<file path="src/rtl/knn_group_gather_pkg.sv">
`timescale 1ns/1ps
`default_nettype none
// ============================================================================
//  Module      : knn_group_gather_pkg
//  Description : Shared constants and types for the KNN group-gather block:
//                point/axis/delta widths, FSM state encoding, the number of
//                neighbours per triplet and a stage-index width helper.
//  Ports       : none (package)
//  Revision    : 1.0 - initial release
// ============================================================================
package knn_group_gather_pkg;

  localparam int POINT_W = 24;           // packed {x,y,z}
  localparam int AXIS_W  = POINT_W / 3;  // unsigned axis coordinate
  localparam int DELTA_W = AXIS_W + 1;   // signed axis difference
  localparam int K_NUM   = 3;            // neighbours per triplet

  typedef enum logic [1:0] {
    IDLE    = 2'd0,
    COLLECT = 2'd1,
    FLUSH   = 2'd2
  } state_t;

  // Stage index width; a single-stage configuration still needs one bit.
  function automatic int stage_width(input int n);
    return (n > 1) ? $clog2(n) : 1;
  endfunction

endpackage
`default_nettype wire

</file>
<file path="src/rtl/knn_group_gather_if.sv">
`timescale 1ns/1ps
`default_nettype none
// ============================================================================
//  Module      : knn_group_gather_if
//  Description : Output beat stream of the group-gather block, one relative
//                neighbour point per beat with valid/ready handshake.
//  Ports       : grp_data  - {dx,dy,dz}, two's complement per axis
//                grp_stage - stage index of the beat
//                grp_k     - neighbour index 0..2
//                grp_last  - final beat of the centre point
//                grp_vld   - beat valid
//                grp_ready - downstream accepts the beat
//  Revision    : 1.0 - initial release
// ============================================================================
interface knn_group_gather_if import knn_group_gather_pkg::*; #(
  parameter int addr_W    = POINT_W,
  parameter int stage_num = 8
) ();

  localparam int DW = addr_W / 3 + 1;
  localparam int SW = stage_width(stage_num);

  logic [3*DW-1:0] grp_data;
  logic [SW-1:0]   grp_stage;
  logic [1:0]      grp_k;
  logic            grp_last;
  logic            grp_vld;
  logic            grp_ready;

  modport master (
    output grp_data, grp_stage, grp_k, grp_last, grp_vld,
    input  grp_ready
  );

  modport slave (
    input  grp_data, grp_stage, grp_k, grp_last, grp_vld,
    output grp_ready
  );

endinterface
`default_nettype wire

</file>
<file path="src/rtl/knn_group_gather_triplet_fifo.sv">
`timescale 1ns/1ps
`default_nettype none
// ============================================================================
//  Module      : triplet_fifo
//  Description : Synchronous FIFO holding neighbour triplets. The head entry
//                is presented combinationally. When full, a push is accepted
//                only if a pop happens in the same cycle.
//  Ports       : clk, rst     - clock, synchronous active-high reset
//                push, din    - write request and data
//                pop, dout    - read request and head data
//                full, empty  - occupancy flags
//                count        - number of stored entries
//  Revision    : 1.0 - initial release
// ============================================================================
module triplet_fifo #(
  parameter int WIDTH = 8,
  parameter int DEPTH = 4
) (
  input  wire logic                       clk,
  input  wire logic                       rst,
  input  wire logic                       push,
  input  wire logic [WIDTH-1:0]           din,
  input  wire logic                       pop,
  output logic      [WIDTH-1:0]           dout,
  output logic                            full,
  output logic                            empty,
  output logic      [$clog2(DEPTH+1)-1:0] count
);

  localparam int PTR_W = (DEPTH > 1) ? $clog2(DEPTH) : 1;
  localparam int CNT_W = $clog2(DEPTH + 1);

  logic [WIDTH-1:0] mem [DEPTH];
  logic [PTR_W-1:0] wr_ptr;
  logic [PTR_W-1:0] rd_ptr;
  logic             do_push;
  logic             do_pop;

  function automatic logic [PTR_W-1:0] ptr_inc(input logic [PTR_W-1:0] p);
    return (p == PTR_W'(DEPTH - 1)) ? '0 : p + 1'b1;
  endfunction

  assign empty   = (count == '0);
  assign full    = (count == CNT_W'(DEPTH));
  assign do_pop  = pop & ~empty;
  // A pop in the same cycle frees the slot the push writes into.
  assign do_push = push & (~full | do_pop);
  assign dout    = mem[rd_ptr];

  always_ff @(posedge clk) begin
    if (do_push) mem[wr_ptr] <= din;
  end

  always_ff @(posedge clk) begin
    if (rst) begin
      wr_ptr <= '0;
      rd_ptr <= '0;
      count  <= '0;
    end else begin
      if (do_push) wr_ptr <= ptr_inc(wr_ptr);
      if (do_pop)  rd_ptr <= ptr_inc(rd_ptr);
      case ({do_push, do_pop})
        2'b10:   count <= count + 1'b1;
        2'b01:   count <= count - 1'b1;
        default: count <= count;
      endcase
    end
  end

endmodule
`default_nettype wire

</file>
<file path="src/rtl/knn_group_gather.sv">
`timescale 1ns/1ps
`default_nettype none
// ============================================================================
//  Module      : knn_group_gather
//  Description : Collects the nearest-neighbour triplets produced for one
//                centre point, buffers them and emits each neighbour as a
//                beat holding its offset from the centre point.
//  Ports       : clk, rst          - clock, synchronous active-high reset
//                cp, cp_vld        - centre point and its strobe
//                nb_0..nb_2        - neighbour triplet
//                nb_flag           - triplet strobe
//                cp_finish         - end of the centre point's triplets
//                grp (master)      - output beat stream
//                overflow          - sticky: a triplet was dropped
//                busy              - block is not idle
//  Revision    : 1.0 - initial release
// ============================================================================
module knn_group_gather import knn_group_gather_pkg::*; #(
  parameter int addr_W     = POINT_W,
  parameter int stage_num  = 8,
  parameter int FIFO_DEPTH = 4
) (
  input  wire logic              clk,
  input  wire logic              rst,
  input  wire logic [addr_W-1:0] cp,
  input  wire logic              cp_vld,
  input  wire logic [addr_W-1:0] nb_0,
  input  wire logic [addr_W-1:0] nb_1,
  input  wire logic [addr_W-1:0] nb_2,
  input  wire logic              nb_flag,
  input  wire logic              cp_finish,
  knn_group_gather_if.master     grp,
  output logic                   overflow,
  output logic                   busy
);

  localparam int AW = addr_W / 3;
  localparam int DW = AW + 1;
  localparam int SW = stage_width(stage_num);
  localparam int EW = 3 * addr_W + SW;
  localparam int CW = $clog2(FIFO_DEPTH + 1);
  localparam logic [SW-1:0] LAST_STAGE = SW'(stage_num - 1);
  localparam logic [1:0]    K_LAST     = 2'(K_NUM - 1);

  state_t            state;
  logic [addr_W-1:0] cp_reg;
  logic [SW-1:0]     stage_cnt;
  logic [1:0]        k;

  logic              push_req;
  logic              push_accept;
  logic [EW-1:0]     head;
  logic              fifo_full;
  logic              fifo_empty;
  logic [CW-1:0]     fifo_count;

  logic [addr_W-1:0] head_nb0;
  logic [addr_W-1:0] head_nb1;
  logic [addr_W-1:0] head_nb2;
  logic [SW-1:0]     head_stage;
  logic [addr_W-1:0] sel_nb;
  logic [3*DW-1:0]   delta;

  logic              vld;
  logic              hs;
  logic              beat_done;
  logic              last;

  // --------------------------------------------------------------------------
  // Triplet buffer: entry = {nb_0, nb_1, nb_2, stage}
  // --------------------------------------------------------------------------
  assign push_req    = (state == COLLECT) & nb_flag;
  assign push_accept = push_req & (~fifo_full | beat_done);

  triplet_fifo #(
    .WIDTH (EW),
    .DEPTH (FIFO_DEPTH)
  ) u_fifo (
    .clk   (clk),
    .rst   (rst),
    .push  (push_req),
    .din   ({nb_0, nb_1, nb_2, stage_cnt}),
    .pop   (beat_done),
    .dout  (head),
    .full  (fifo_full),
    .empty (fifo_empty),
    .count (fifo_count)
  );

  assign head_nb0   = head[EW-1 -: addr_W];
  assign head_nb1   = head[EW-1-addr_W -: addr_W];
  assign head_nb2   = head[SW +: addr_W];
  assign head_stage = head[SW-1:0];

  // --------------------------------------------------------------------------
  // Serialiser and subtractor
  // --------------------------------------------------------------------------
  always_comb begin
    case (k)
      2'd0:    sel_nb = head_nb0;
      2'd1:    sel_nb = head_nb1;
      default: sel_nb = head_nb2;
    endcase
  end

  // Axis 0 is z (lowest bits), so the result packs as {dx,dy,dz}.
  for (genvar a = 0; a < 3; a++) begin : g_axis
    assign delta[a*DW +: DW] = {1'b0, sel_nb[a*AW +: AW]} - {1'b0, cp_reg[a*AW +: AW]};
  end

  // Reset forces the stream quiet even before the first reset edge clears
  // the buffer, and keeps unwritten buffer contents off the bus.
  assign vld       = (fifo_count != '0) & ~rst;
  assign hs        = vld & grp.grp_ready;
  assign beat_done = hs & (k == K_LAST);
  assign last      = vld & (k == K_LAST) & (head_stage == LAST_STAGE) &
                     ((state == FLUSH) | ((state == COLLECT) & cp_finish));

  assign grp.grp_vld   = vld;
  assign grp.grp_data  = vld ? delta      : '0;
  assign grp.grp_stage = vld ? head_stage : '0;
  assign grp.grp_k     = vld ? k          : '0;
  assign grp.grp_last  = last;

  // --------------------------------------------------------------------------
  // Control FSM
  // --------------------------------------------------------------------------
  always_ff @(posedge clk) begin
    if (rst) begin
      state     <= IDLE;
      cp_reg    <= '0;
      stage_cnt <= '0;
      k         <= '0;
      overflow  <= 1'b0;
      busy      <= 1'b0;
    end else begin
      if (hs) k <= (k == K_LAST) ? 2'd0 : k + 2'd1;

      if (push_req & fifo_full & ~beat_done) overflow <= 1'b1;

      case (state)
        IDLE: begin
          if (cp_vld) begin
            state     <= COLLECT;
            busy      <= 1'b1;
            cp_reg    <= cp;
            stage_cnt <= '0;
          end
        end

        COLLECT: begin
          // Stage index advances even for dropped triplets.
          if (push_req && stage_cnt != LAST_STAGE) stage_cnt <= stage_cnt + 1'b1;
          if (cp_finish) begin
            // Nothing left to send, or the final beat leaves right now.
            if ((fifo_empty & ~push_accept) | (last & hs)) begin
              state <= IDLE;
              busy  <= 1'b0;
            end else begin
              state <= FLUSH;
            end
          end
        end

        FLUSH: begin
          // An empty buffer also ends the flush, so a centre point whose
          // final-stage triplet was dropped cannot stall the block.
          if ((last & hs) | fifo_empty) begin
            state <= IDLE;
            busy  <= 1'b0;
          end
        end

        default: begin
          state <= IDLE;
          busy  <= 1'b0;
        end
      endcase
    end
  end

endmodule
`default_nettype wire

</file>
<file path="src/flat_wrapper.sv">
// flat-port wrapper written by rule: the top's interface ports become plain ports
module knn_group_gather_flat import knn_group_gather_pkg::*;
#(
  parameter int addr_W     = POINT_W,
  parameter int stage_num  = 8,
  parameter int FIFO_DEPTH = 4
)
  (clk, rst, cp, cp_vld, nb_0, nb_1, nb_2, nb_flag, cp_finish, overflow, busy, grp_grp_data, grp_grp_stage, grp_grp_k, grp_grp_last, grp_grp_vld, grp_grp_ready);
  knn_group_gather_if #(.addr_W(addr_W), .stage_num(stage_num)) grp_i ();
  input  wire logic clk;
  input  wire logic rst;
  input  wire logic [addr_W-1:0] cp;
  input  wire logic cp_vld;
  input  wire logic [addr_W-1:0] nb_0;
  input  wire logic [addr_W-1:0] nb_1;
  input  wire logic [addr_W-1:0] nb_2;
  input  wire logic nb_flag;
  input  wire logic cp_finish;
  output logic overflow;
  output logic busy;
  output wire logic [$bits(grp_i.grp_data)-1:0] grp_grp_data;
  output wire logic [$bits(grp_i.grp_stage)-1:0] grp_grp_stage;
  output wire logic [$bits(grp_i.grp_k)-1:0] grp_grp_k;
  output wire logic [$bits(grp_i.grp_last)-1:0] grp_grp_last;
  output wire logic [$bits(grp_i.grp_vld)-1:0] grp_grp_vld;
  input wire logic [$bits(grp_i.grp_ready)-1:0] grp_grp_ready;
  assign grp_grp_data = grp_i.grp_data;
  assign grp_grp_stage = grp_i.grp_stage;
  assign grp_grp_k = grp_i.grp_k;
  assign grp_grp_last = grp_i.grp_last;
  assign grp_grp_vld = grp_i.grp_vld;
  assign grp_i.grp_ready = grp_grp_ready;
  knn_group_gather #(.addr_W(addr_W), .stage_num(stage_num), .FIFO_DEPTH(FIFO_DEPTH)) u_core (.clk(clk), .rst(rst), .cp(cp), .cp_vld(cp_vld), .nb_0(nb_0), .nb_1(nb_1), .nb_2(nb_2), .nb_flag(nb_flag), .cp_finish(cp_finish), .grp(grp_i), .overflow(overflow), .busy(busy));
endmodule
</file>
<file path="config.mk">
export PLATFORM = sky130hd
export DESIGN_NAME = knn_group_gather_flat
export DESIGN_NICKNAME = d
export VERILOG_FILES = /design/src/rtl/knn_group_gather_pkg.sv /design/src/rtl/knn_group_gather_if.sv /design/src/rtl/knn_group_gather_triplet_fifo.sv /design/src/rtl/knn_group_gather.sv /design/src/flat_wrapper.sv
export SDC_FILE = /design/constraint.sdc
export NUM_CORES = 1
export LEC_CHECK = 0
export ABC_AREA = 1
export BUFFER_PORTS_ARGS = -buffer_cell sky130_fd_sc_hd__buf_2
export CAP_MARGIN = 20
export CORE_UTILIZATION = 59
export CTS_CLUSTER_SIZE = 28
export DETAILED_ROUTE_END_ITERATION = 10
export PLACE_DENSITY_LB_ADDON = 0.15
export SYNTH_ARGS = -nofsm -noshare
export SYNTH_HDL_FRONTEND = slang
export SYNTH_SLANG_ARGS = --single-unit
</file>
<file path="constraint.sdc">
create_clock -name clk -period 8 [get_ports clk]
set_input_delay 2.4 -clock clk [delete_from_list [all_inputs] [get_ports clk]]
set_output_delay 2.4 -clock clk [all_outputs]
set_load 0.01 [all_outputs]
</file>
== Word-level counts from Yosys, hierarchy flattened ==
Memories as Yosys holds them, arrays and structs flattened. A register that Yosys moved wholly into a read port is not among the register bits.
Index checks and enable logic that the tools add are counted.

* $add $sub $neg: 9
* Equal/unequal tests: 16
* Multiplexer cells: 25
* Bitwise gates (word level): 25
* Reductions and logical operators: 11

{| class="wikitable"
|+ Operators by type and width
! operator !! number
|-
| $pmux W24 S2 || 1
|-
| $mux W27 || 1
|-
| $sub A8 B8 Y9 || 3
|-
| $mux W2 || 10
|-
| $and A1 B1 Y1 || 15
|-
| $pmux W3 S2 || 2
|-
| $eq A2 B2 Y1 const B || 5
|-
| $ne A2 B2 Y1 const B || 5
|-
| $mux W3 || 3
|-
| $add A2 B1 Y2 const B || 3
|-
| $add A3 B1 Y3 const B || 2
|-
| $eq A2 B1 Y1 const B || 3
|-
| $eq A3 B3 Y1 const B || 2
|-
| $mux W1 || 6
|-
| $pmux W2 S3 || 1
|-
| $reduce_and A3 Y1 || 2
|-
| $not A1 Y1 || 5
|-
| $or A1 B1 Y1 || 5
|-
| $logic_not A2 Y1 || 2
|-
| $reduce_and A4 Y1 || 1
|-
| $reduce_bool A2 Y1 || 2
|-
| $logic_not A3 Y1 || 1
|-
| $ne A3 B3 Y1 const B || 1
|-
| $pmux W1 S3 || 1
|-
| 4 further kinds || 4
|}

* Register bits: 40
* Memory bits (writable): 300
* Output and inout bits: 36
* Memories: 1

{| class="wikitable"
|+ Memory list
! memory !! words !! width !! rd ports !! clocked after Yosys merged registers in !! wr ports !! RTL line !! source
|-
| u_core.u_fifo.mem || 4 || 75 || 1 || 1 || 1 || knn_group_gather_triplet_fifo.sv:33 || <nowiki>logic [WIDTH-1:0] mem [DEPTH];</nowiki>
|}

== Longest topological paths before layout ==
Gate-level depths: netlist (run 1).

* Depth after elaboration: 12
* Depth in mapped cells: 20
* Mapped depth without buffers: 17

== By module ==
From an unflattened synthesis (run 1), not the netlist that was laid out.

* Cells, all modules: 1232
* Area total of the unflattened synthesis: 15003.1 µm²

{| class="wikitable"
|+ Modules (own cells, without submodules)
! module !! instances !! cells an instance !! area an instance (µm²) !! sequential area each (µm²)
|-
| triplet_fifo || 1 || 792 || 12209.2 || 9188.8
|-
| knn_group_gather || 1 || 440 || 2793.9 || 660.6
|}

== Worst setup path before layout (run 1) ==
No wires, ideal clock.

* Path kind: input port to flip-flop
* Start point: input rst
* End point: memory u_core.u_fifo.mem[0][0] (netlist name) (enable)
* Arrival: 6.222 ns
* Path slack: 1.269 ns
* Stages: 8
* Buffers on the path: 1
* Cells stage by stage: buf_6 > inv_2 > nand2_2 > nor2_4 > nand2_4 > nand3_2 > nand2_4 > nor2_1

* Longest elaborated chain between the ends: 9

{| class="wikitable"
|+ RTL lines
! element !! RTL line !! source
|-
| start: declaration || flat_wrapper.sv:11 || <nowiki>input wire logic rst;</nowiki>
|-
| $not A1 Y1 || knn_group_gather.sv:113 || <nowiki>assign vld = (fifo_count != '0) & ~rst;</nowiki>
|-
| $and A1 B1 Y1 || knn_group_gather.sv:113 ||
|-
| $and A1 B1 Y1 || knn_group_gather.sv:114 || <nowiki>assign hs = vld & grp.grp_ready;</nowiki>
|-
| $and A1 B1 Y1 || knn_group_gather.sv:115 || <nowiki>assign beat_done = hs & (k == K_LAST);</nowiki>
|-
| $and A1 B1 Y1 || knn_group_gather_triplet_fifo.sv:45 || <nowiki>assign do_pop = pop & ~empty;</nowiki>
|-
| $or A1 B1 Y1 || knn_group_gather_triplet_fifo.sv:47 || <nowiki>assign do_push = push & (~full | do_pop);</nowiki>
|-
| $and A1 B1 Y1 || knn_group_gather_triplet_fifo.sv:47 ||
|-
| $mux W1 || knn_group_gather_triplet_fifo.sv:51 || <nowiki>if (do_push) mem[wr_ptr] <= din;</nowiki>
|-
| $mux W1 (implied by the code) || knn_group_gather_triplet_fifo.sv:51 ||
|-
| end: declaration || knn_group_gather_triplet_fifo.sv:33 ||
|}

Every way passes these cells.

==> results.py, run 1 <==
metrics = {
    "floorplan": {
        "start_util": 0.6078,
        "core_region_area_um2": 23750,
        "die_area_um2": 25100,
        "die_w_um": 158.4,
        "pin_count": 138,
        "die_h_um": 158.4,
        "num_rows": 56,
    },
    "final_layout": {
        "n_fill_cell": 1712,
        "drive_gt1_frac": 0.1654,
        "area_delta_synth_final_pct": 13.96,
        "largest_register_ff_count": 300,
        "multi_input_area_um2": 3915,
        "final_nets": 1475,
        "seqCellArea_um2": 9854,
    },
    "sta": {
        "rsz0062_at_grt": "no",
        "setup_viol": 0,
        "fmax_ghz": 0.1431,
        "worst_clock_skew_ns": 0.02571,
        "tns_ns": 0,
        "whs_ns": 0.4605,
        "finalCritPeriodShare": 0.8738,
        "report.final.slew_viol_count": 0,
        "final-hold-violation-count": 0,
        "slew_headroom": 0.2544,
        "worst_pin_slew_ns": 1.118,
        "min_period_ns": 6.990,
    },
    "global_routing": {
        "met1_usage": 0.3593,
        "grt_max_degree": 105,
        "overflow": 0,
        "grt_pass1_vias": 9302,
        "grt.met2_usage": 0.4538,
        "met3_usage": 0.05934,
        "antenna_found_initial": 6,
        "grt_pass1_wl_mm": 50.74,
        "top_usage_layer": "met2",
        "grt_usage": 0.2740,
    },
    "yosys": {
        "yosysUniqueCellTypes": 42,
        "synth_simple_gate_area_share": 0.09507,
        "synth-seq-area-share": 0.6822,
        "synth_top_family_by_area": "compound AO/OA/AOI/OAI gates",
        "ys_ff_latch": 342,
        "synth_area_leaders": "edfxtp_1, a21oi_1, dfxtp_1",
        "synth_xor_area_frac": 0.001213,
        "yosysWarnings": 0,
        "muxShareOfSynthArea": 0,
        "yosysTopAreaCellShare": 0.6240,
        "synth_fa_ha_area_frac": 0.03588,
        "syn_inst": 1210,
        "synth_compound_area_frac": 0.1369,
        "syn_area_um2": 14440,
        "yosysTopAreaCell": "edfxtp_1",
        "syn_area_per_cell_um2": 11.93,
        "syn-num-nets": 1351,
    },
    "clock_network": {
        "cts_setup_buffers": 0,
        "root_buffer": "clkbuf_16",
        "postCtsHoldBufs": 0,
        "cts_resized": 0,
        "cts.sinks": 342,
        "cts_tree": "built",
        "htree_levels": 2,
        "cts_buffers": 36,
        "clk_latency_ns": 0.53,
        "clockBufferDepth": 3,
        "clk_pin_slew_worst_paths_ns": 0.06,
    },
    "power_and_ir_drop": {
        "p_leak_nw": 6.418,
        "power_density_nw_per_um2": 241.7,
        "total_power_mw": 3.977,
        "ir_drop_mv": 0.2026,
    },
    "detailed_routing": {
        "post-route-drc-count": 0,
        "wirelength_mm": 33.80,
        "viasPerCell": 5.832,
        "vias": 9816,
        "wl_per_cell_um": 20.08,
        "drtIter0Drc": 962,
        "first_pass_iters": 7,
        "ant_nets": 0,
    },
    "status": {
        "status": "finished clean",
    },
    "critical_path": {
        "required_ns": 5.60,
        "cpPeakStageDelay_ns": 0.84,
        "crit_fanout": 40,
        "critPathKind": "register to output port",
        "end_kind": "output port",
        "cp-start-kind": "register",
        "crit_arrival_ns": 4.59,
        "path_buf_inv": 3,
        "crit_path_cell_trace": "inv_2 -> buf_4 -> a21oi_1 -> a22oi_1 -> o22ai_1 -> nor2_1 -> fa_1 -> nand3_1 -> nand3_1 -> nand2_1 -> nand2_1 -> a21oi_1 -> nor2_1 -> o21ai_0 -> nand2_1 -> nor2_1 -> buf_2",
        "cp_top_family": "buffers and inverters",
        "cpMaxStageDelayCell": "dfxtp_2",
    },
    "placement": {
        "gp_congestion": 0.8639,
        "dp_hpwl_mm": 20.97,
        "port_buffers": 137,
    },
    "min_path": {
        "min_path_type": "register to register",
    },
    "flow_run": {
        "max_cap_viol_count": 0,
    },
}
-- per-layer routing --
| layer | up-vias | share of wire |
|---|---|---|
| met3 | 69 | 0.083 |
| met5 | - | 0.0011 |
| met4 | 6 | 0.025 |
| li1 | 4632 | - |
| met1 | 4705 | 0.42 |
| met2 | 404 | 0.48 |
-- cells in the mapped netlist (all sizes together) --
cell,instances
nor2,115
a21o,1
a221oi,3
nand2,200
o311ai,1
nor4,1
a32o,2
nand3,19
dfxtp,42
inv,73
a21oi,168
o22ai,27
nand4,2
fa,4
nor3,4
ha,35
edfxtp,300
or2,3
a22oi,38
o21ai,75
buf,47
a32oi,19
clkbuf,20
o31ai,1
a211oi,4
xor2,2
o211ai,4
-- layout make-up --
cell class                      count  share of cell area
Clock buffer                       44             0.05787
Inverter                           73             0.01681
Clock inverter                     20             0.01384
Timing Repair Buffer              153             0.04973
Tap cell                          319             0.02426
Sequential cell                   342              0.5989
Antenna cell                        4           0.0006084
Multi-Input combinational cell    728              0.2379
-- power breakdown --
part | switching, mW | internal [mW]
clock | 0.666 | 1.01
combinational | 0.204 | 0.105
sequential | 0.0135 | 1.98
-- metrics by stage --
| stage | cells | area [um2] | util | setup WS [ns] |
|---|---|---|---|---|
| after CTS | 1679 | 16440 | 0.6923 | 1.059 |
| after floorplan | 1210 | 14440 | - | 1.269 |
| after detailed placement | 1615 | 15260 | 0.6426 | 1.654 |
| after global routing | 1680 | 16450 | 0.6924 | 0.7593 |
| final | 1683 | 16450 | 0.6927 | 1.010 |
| after global placement | 1615 | 15260 | 0.6426 | 1.760 |
-- cell usage in the layout (no fill, tap or decap), drive strengths merged, types with 4 or more instances in the layout --
cell type,netlist,routed
clkbuf,20,44
o22ai,27,27
nand2,200,200
inv,73,76
fa,4,4
a22oi,38,38
nor3,4,4
nor2,115,115
a21oi,168,168
clkinv,0,12
diode,0,4
dfxtp,42,42
buf,47,153
bufinv,0,5
ha,35,35
nand3,19,19
edfxtp,300,300
o211ai,4,4
a211oi,4,4
o21ai,75,75
a32oi,19,19
-- worst min-delay path: stages (launching register included) --
cell,delay (ns)
dfxtp_1,0.30
inv_1,0.06
a21oi_1,0.05
-- cell families (layout without fill, tap and decap cells) --
kind of cell	count (synthesis)	after routing
and+or+nand+nor	344	344
AOI/OAI and AO/OA	343	343
buffers and inverters	140	290
other	0	4
xor gates and xnor gates	2	2
adders and majority gates	39	39
DFF	342	342
-- worst paths after layout --
| path | from | endpoint | slack (ns) | cells past startpoint |
|---|---|---|---|---|
| worst min-delay path | u_core.cp_reg[13] | u_core.cp_reg[13] | 0.46 | 2 |
| worst max-delay path | register | grp_grp_data[17] | 1.01 | 17 |
| worst max register to register | u_core.u_fifo.count[0] | u_core.u_fifo.mem[3][55] | 5.00 | 9 |
| worst min register to register | u_core.cp_reg[13] | u_core.cp_reg[13] | 0.46 | 2 |
Power figures use the tool's default switching activity.
==> run 2, diff against run 1 <==
Settings changed: PLACE_DENSITY from default to 0.79, PLACE_DENSITY_LB_ADDON 0.15 to default.
==> results.py, run 2 (synthesis gave the netlist of run 1 again) <==
metrics = {
    "sta": {
        "tns_ns": 0,
        "worst_pin_slew_ns": 0.8909,
        "fmax_ghz": 0.1487,
        "slew_headroom": 0.4061,
        "min_period_ns": 6.726,
        "report.final.slew_viol_count": 0,
        "finalCritPeriodShare": 0.8408,
        "worst_clock_skew_ns": 0.01629,
        "setup_viol": 0,
        "final-hold-violation-count": 0,
        "setup_ws_ns": 1.274,
        "rsz0062_at_grt": "no",
    },
    "clock_network": {
        "cts.sinks": 342,
        "clk_latency_ns": 0.51,
        "postCtsHoldBufs": 0,
        "htree_levels": 2,
        "cts_resized": 0,
        "cts_buffers": 35,
        "clockBufferDepth": 3,
        "cts_tree": "built",
        "cts_setup_buffers": 0,
        "root_buffer": "clkbuf_16",
        "clk_pin_slew_worst_paths_ns": 0.06,
    },
    "flow_run": {
        "max_cap_viol_count": 0,
    },
    "min_path": {
        "min_path_type": "register to register",
    },
    "placement": {
        "port_buffers": 137,
        "gp_congestion": 0.8393,
        "pre_cts_ws_ns": 1.779,
        "dp_hpwl_mm": 21.06,
        "placed_area_um2": 15310,
    },
    "power_and_ir_drop": {
        "power_density_nw_per_um2": 234.4,
        "p_leak_nw": 6.364,
        "ir_drop_mv": 0.2295,
    },
    "global_routing": {
        "met1_usage": 0.3435,
        "grt_max_degree": 85,
        "top_usage_layer": "met2",
        "grt_pass1_vias": 9480,
        "antenna_found_initial": 8,
        "met3_usage": 0.07839,
        "overflow": 0,
        "grt.met2_usage": 0.4459,
        "grt_pass1_wl_mm": 50.43,
        "grt_usage": 0.2725,
    },
    "critical_path": {
        "r2r-end": "u_core.u_fifo.count[2]",
        "required_ns": 5.60,
        "reg2reg_depth": 14,
        "critPathKind": "register to output port",
        "cp-start-kind": "register",
        "endpoint": "grp_grp_data[17]",
        "crit_fanout": 39,
        "r2r_slack_ns": 5.34,
        "end_kind": "output port",
        "cpMaxStageDelayCell": "inv_2",
        "cpPeakStageDelay_ns": 0.54,
        "timing.rr.start": "u_core.u_fifo.count[0]",
        "crit_path_cell_trace": "inv_2 -> buf_4 -> nor2_1 -> o21ai_0 -> a21oi_1 -> a221oi_1 -> ha_1 -> inv_1 -> fa_1 -> nand3_1 -> nand3_1 -> nand2_1 -> nand2_1 -> a21oi_1 -> nor2_1 -> o21ai_0 -> nand2_1 -> nor2_1 -> buf_2",
        "crit_arrival_ns": 4.33,
    },
    "floorplan": {
        "num_rows": 56,
        "die_area_um2": 25100,
        "start_util": 0.6078,
        "die_w_um": 158.4,
        "core_region_area_um2": 23750,
        "pin_count": 138,
        "die_h_um": 158.4,
    },
    "final_layout": {
        "drive_gt1_frac": 0.1624,
        "multi_input_area_um2": 3915,
        "final_area_um2": 16380,
        "final_common_cell": "edfxtp_1",
        "n_fill_cell": 1655,
        "seqCellArea_um2": 9854,
        "largest_register_ff_count": 300,
        "final_nets": 1475,
        "area_delta_synth_final_pct": 13.46,
        "layout_common_cells": "edfxtp_1, nand2_1, a21oi_1",
    },
    "detailed_routing": {
        "wl_per_cell_um": 20.21,
        "viasPerCell": 5.913,
        "vias": 9945,
        "post-route-drc-count": 0,
        "ant_nets": 0,
        "wirelength_mm": 33.99,
        "first_pass_iters": 5,
        "drtIter0Drc": 1123,
    },
    "status": {
        "status": "finished clean",
    },
}
==> run 2: layer usage <==
layer | routed length [um] | up-vias
met2 | 15980 | 486
met3 | 3343 | 82
met4 | 1088 | 2
li1 | - | 4626
met1 | 13570 | 4749
met5 | 13 | -
==> run 2: worst min-delay path by stage <==
stage | from | to | slack (ns) | cells after the start
detailed placement | u_core.cp_reg[15] | u_core.cp_reg[15] | 0.45 | 2
global placement | u_core.cp_reg[11] | u_core.cp_reg[11] | 0.45 | 2
global route | u_core.cp_reg[19] | u_core.cp_reg[19] | 0.48 | 2
floorplan | u_core.cp_reg[7] | u_core.cp_reg[7] | 0.43 | 2
CTS | u_core.cp_reg[15] | u_core.cp_reg[15] | 0.46 | 2
finish | u_core.cp_reg[14] | u_core.cp_reg[14] | 0.46 | 2
==> run 2: cell type report <==
| class | instances | area share |
|---|---|---|
| flip-flops and latches | 342 | 0.6016 |
| repair buffers | 154 | 0.05270 |
| diodes | 8 | 0.001222 |
| multi-input cells | 728 | 0.2390 |
| well taps | 319 | 0.02437 |
| inverters | 73 | 0.01688 |
| clock inverters | 16 | 0.009166 |
| clock buffers | 42 | 0.05507 |
==> run 2: where the power goes <==
part           total, mW  switching [mW]  internal (mW)  leakage (nW)
logic              0.316           0.210          0.106          2.79
registers           1.99          0.0140           1.98          3.06
clock network       1.53           0.634          0.896         0.517
==> run 2: worst max-delay path, delay by kind of cell (launching register included) <==
family	cells	cell delay (ns)
flops	1	0.32
compound gates	5	1.05
simple gates	8	0.63
buf+inv	4	1.17
fa+ha+maj	2	0.64
==> run 2: through the flow <==
stage	total power, mW	instances	hold slack, ns	util
after CTS	3.847	1674	0.4628	0.6888
final	3.839	1682	0.4582	0.6896
after floorplan	2.219	1210	0.4331	-
after detailed placement	2.336	1616	0.4536	0.6445
after global routing	3.955	1678	0.4775	0.6892
after global placement	2.326	1614	0.4479	0.6428
==> run 3, diff against run 2 <==
Settings changed: ABC_AREA 1 to 0, PLACE_DENSITY 0.79 to 0.8.
Clock period 8 ns to 6.2 ns, I/O delays scaled along.
==> results.py, run 3 <==
metrics = {
    "status": {
        "status": "finished clean",
    },
    "floorplan": {
        "pin_count": 138,
        "num_rows": 56,
        "core_region_area_um2": 23540,
        "die_area_um2": 24660,
        "die_w_um": 157.0,
        "die_h_um": 157.0,
        "start_util": 0.6023,
    },
    "sta": {
        "rsz0062_at_grt": "no",
        "final-hold-violation-count": 0,
        "report.final.slew_viol_count": 0,
        "worst_pin_slew_ns": 0.7723,
        "slew_headroom": 0.4852,
        "whs_ns": 0.4509,
        "fmax_ghz": 0.1715,
        "finalCritPeriodShare": 0.9405,
        "setup_viol": 0,
        "setup_ws_ns": 0.3688,
        "worst_clock_skew_ns": 0.01299,
        "min_period_ns": 5.831,
        "tns_ns": 0,
    },
    "global_routing": {
        "grt_usage": 0.2453,
        "grt_max_degree": 53,
        "grt_pass1_vias": 8041,
        "antenna_found_initial": 11,
        "grt_pass1_wl_mm": 44.35,
        "overflow": 0,
    },
    "yosys": {
        "synth_area_leaders": "edfxtp_1, mux4_2, dfxtp_1",
        "ys_ff_latch": 342,
        "synth_flop_cell": "edfxtp_1",
        "yosysUniqueCellTypes": 47,
        "syn_inst": 856,
        "synth-seq-area-share": 0.6947,
        "synth_fa_ha_area_frac": 0.03653,
        "synth_compound_area_frac": 0.04483,
        "syn_area_um2": 14180,
        "syn-num-nets": 997,
        "yosysTopAreaCellShare": 0.6354,
        "async_flop_share": 0,
        "ys_top_cells_by_count": "edfxtp_1, nand2_1, mux4_2",
        "synth_edf_count": 300,
        "synth_xor_area_frac": 0.005559,
        "yosysTopAreaCell": "edfxtp_1",
        "synth_top_family_by_area": "multiplexers",
        "muxShareOfSynthArea": 0.1385,
        "syn_area_per_cell_um2": 16.56,
        "yosysWarnings": 0,
        "synth_most_common_cell": "edfxtp_1",
        "synth_simple_gate_area_share": 0.05665,
    },
    "flow_run": {
        "max_cap_viol_count": 0,
    },
    "clock_network": {
        "clk_latency_ns": 0.51,
        "clk_pin_slew_worst_paths_ns": 0.06,
        "postCtsHoldBufs": 0,
        "cts_resized": 0,
        "cts.sinks": 342,
        "htree_levels": 2,
        "cts_tree": "built",
        "clockBufferDepth": 3,
        "cts_setup_buffers": 0,
        "root_buffer": "clkbuf_16",
        "cts_buffers": 35,
    },
    "critical_path": {
        "cp_top_family": "compound AO/OA/AOI/OAI gates",
        "required_ns": 4.34,
        "path_buf_inv": 2,
        "crit_fanout": 26,
        "crit_arrival_ns": 3.97,
        "reg2reg_depth": 6,
        "endpoint": "grp_grp_data[15]",
        "path_depth": 13,
        "cp-start-kind": "register",
        "end_kind": "output port",
        "cpMaxStageDelayCell": "dfxtp_4",
        "r2r-end": "u_core.u_fifo.mem[1][20]",
        "timing.rr.start": "u_core.k[1]",
        "crit_path_cell_trace": "mux4_2 -> mux2i_1 -> nor2_1 -> a21oi_1 -> ha_1 -> inv_1 -> fa_1 -> a21o_1 -> a21oi_1 -> o21ai_0 -> xnor2_1 -> nor2_1 -> buf_2",
        "critPathKind": "register to output port",
        "r2r_slack_ns": 3.46,
        "cpPeakStageDelay_ns": 0.70,
    },
    "detailed_routing": {
        "post-route-drc-count": 0,
        "vias": 7905,
        "wirelength_mm": 28.99,
        "drtIter0Drc": 684,
        "wl_per_cell_um": 21.19,
        "ant_nets": 0,
        "first_pass_iters": 5,
        "viasPerCell": 5.779,
    },
    "placement": {
        "dp_hpwl_mm": 18.34,
        "port_buffers": 137,
        "pre_cts_ws_ns": 0.9355,
        "gp_congestion": 0.8313,
    },
    "final_layout": {
        "postLayoutCoreUtil": 0.6974,
        "drive_gt1_frac": 0.2903,
        "layout_common_cells": "edfxtp_1, buf_2, nand2_1",
        "final_common_cell": "edfxtp_1",
        "area_delta_synth_final_pct": 15.80,
        "largest_register_ff_count": 300,
        "final_nets": 1152,
    },
    "power_and_ir_drop": {
        "p_leak_nw": 5.590,
        "power_density_nw_per_um2": 293.8,
        "ir_drop_mv": 0.2260,
    },
    "min_path": {
        "min_path_type": "register to register",
    },
}
[run 3: final cells by class]
cell class / instances / area (um2)
clock inverter: 14 / 118.9
sequential: 342 / 9859
antenna: 12 / 30.03
timing repair buffer: 158 / 868.3
tap: 319 / 399.1
multi-input combinational: 436 / 4011
clock buffer: 49 / 989.7
inverter: 38 / 142.6
fill: 1607 / 7123
[run 3: kinds of logic after synthesis]
group,after synthesis
DFF,342
and+or+nand+nor,174
AOI/OAI and AO/OA,112
muxes,102
buffers and inverters,78
adders and majority gates,39
xor gates and xnor gates,9
[run 3: worst register-to-register path, stage by stage, from the launching register on]
cell	delay, ns
dfxtp_2	0.59
nand3b_1	0.20
nor3_4	0.29
nor2_2	0.13
nor2_4	0.15
and2_4	0.67
buf_4	0.40
[run 3: worst min path at each step]
stage / cells after the start / slack [ns] / from / endpoint
after floorplan: 2 / 0.44 / u_core.cp_reg[10] / u_core.cp_reg[10]
after global placement: 2 / 0.43 / u_core.overflow / u_core.overflow
after detailed placement: 2 / 0.44 / u_core.overflow / u_core.overflow
after CTS: 2 / 0.45 / u_core.overflow / u_core.overflow
after global routing: 2 / 0.47 / u_core.cp_reg[20] / u_core.cp_reg[20]
final: 2 / 0.45 / u_core.overflow / u_core.overflow
[run 3: through the flow]
stage               cells  cell area (um2)  power (mW)
floorplan             856            14180       2.757
global placement     1293            15280       2.854
detailed placement   1293            15280       2.865
CTS                  1356            16390       4.856
global route         1361            16400       4.969
finish               1368            16420       4.825
[run 3: power by group]
part / internal (mW) / switching, mW
registers: 2.54 / 0.0161
clock network: 1.17 / 0.841
logic: 0.109 / 0.155
[run 3: metal layers]
metal	global-route usage	part of all wire	vias to the layer above	wire, um
li1	-	-	3616	-
met1	0.3247	0.42	3969	12140
met2	0.3998	0.49	268	14210
met3	0.05644	0.068	48	1978
met4	0.09293	0.022	4	636
met5	0	0.00086	-	25
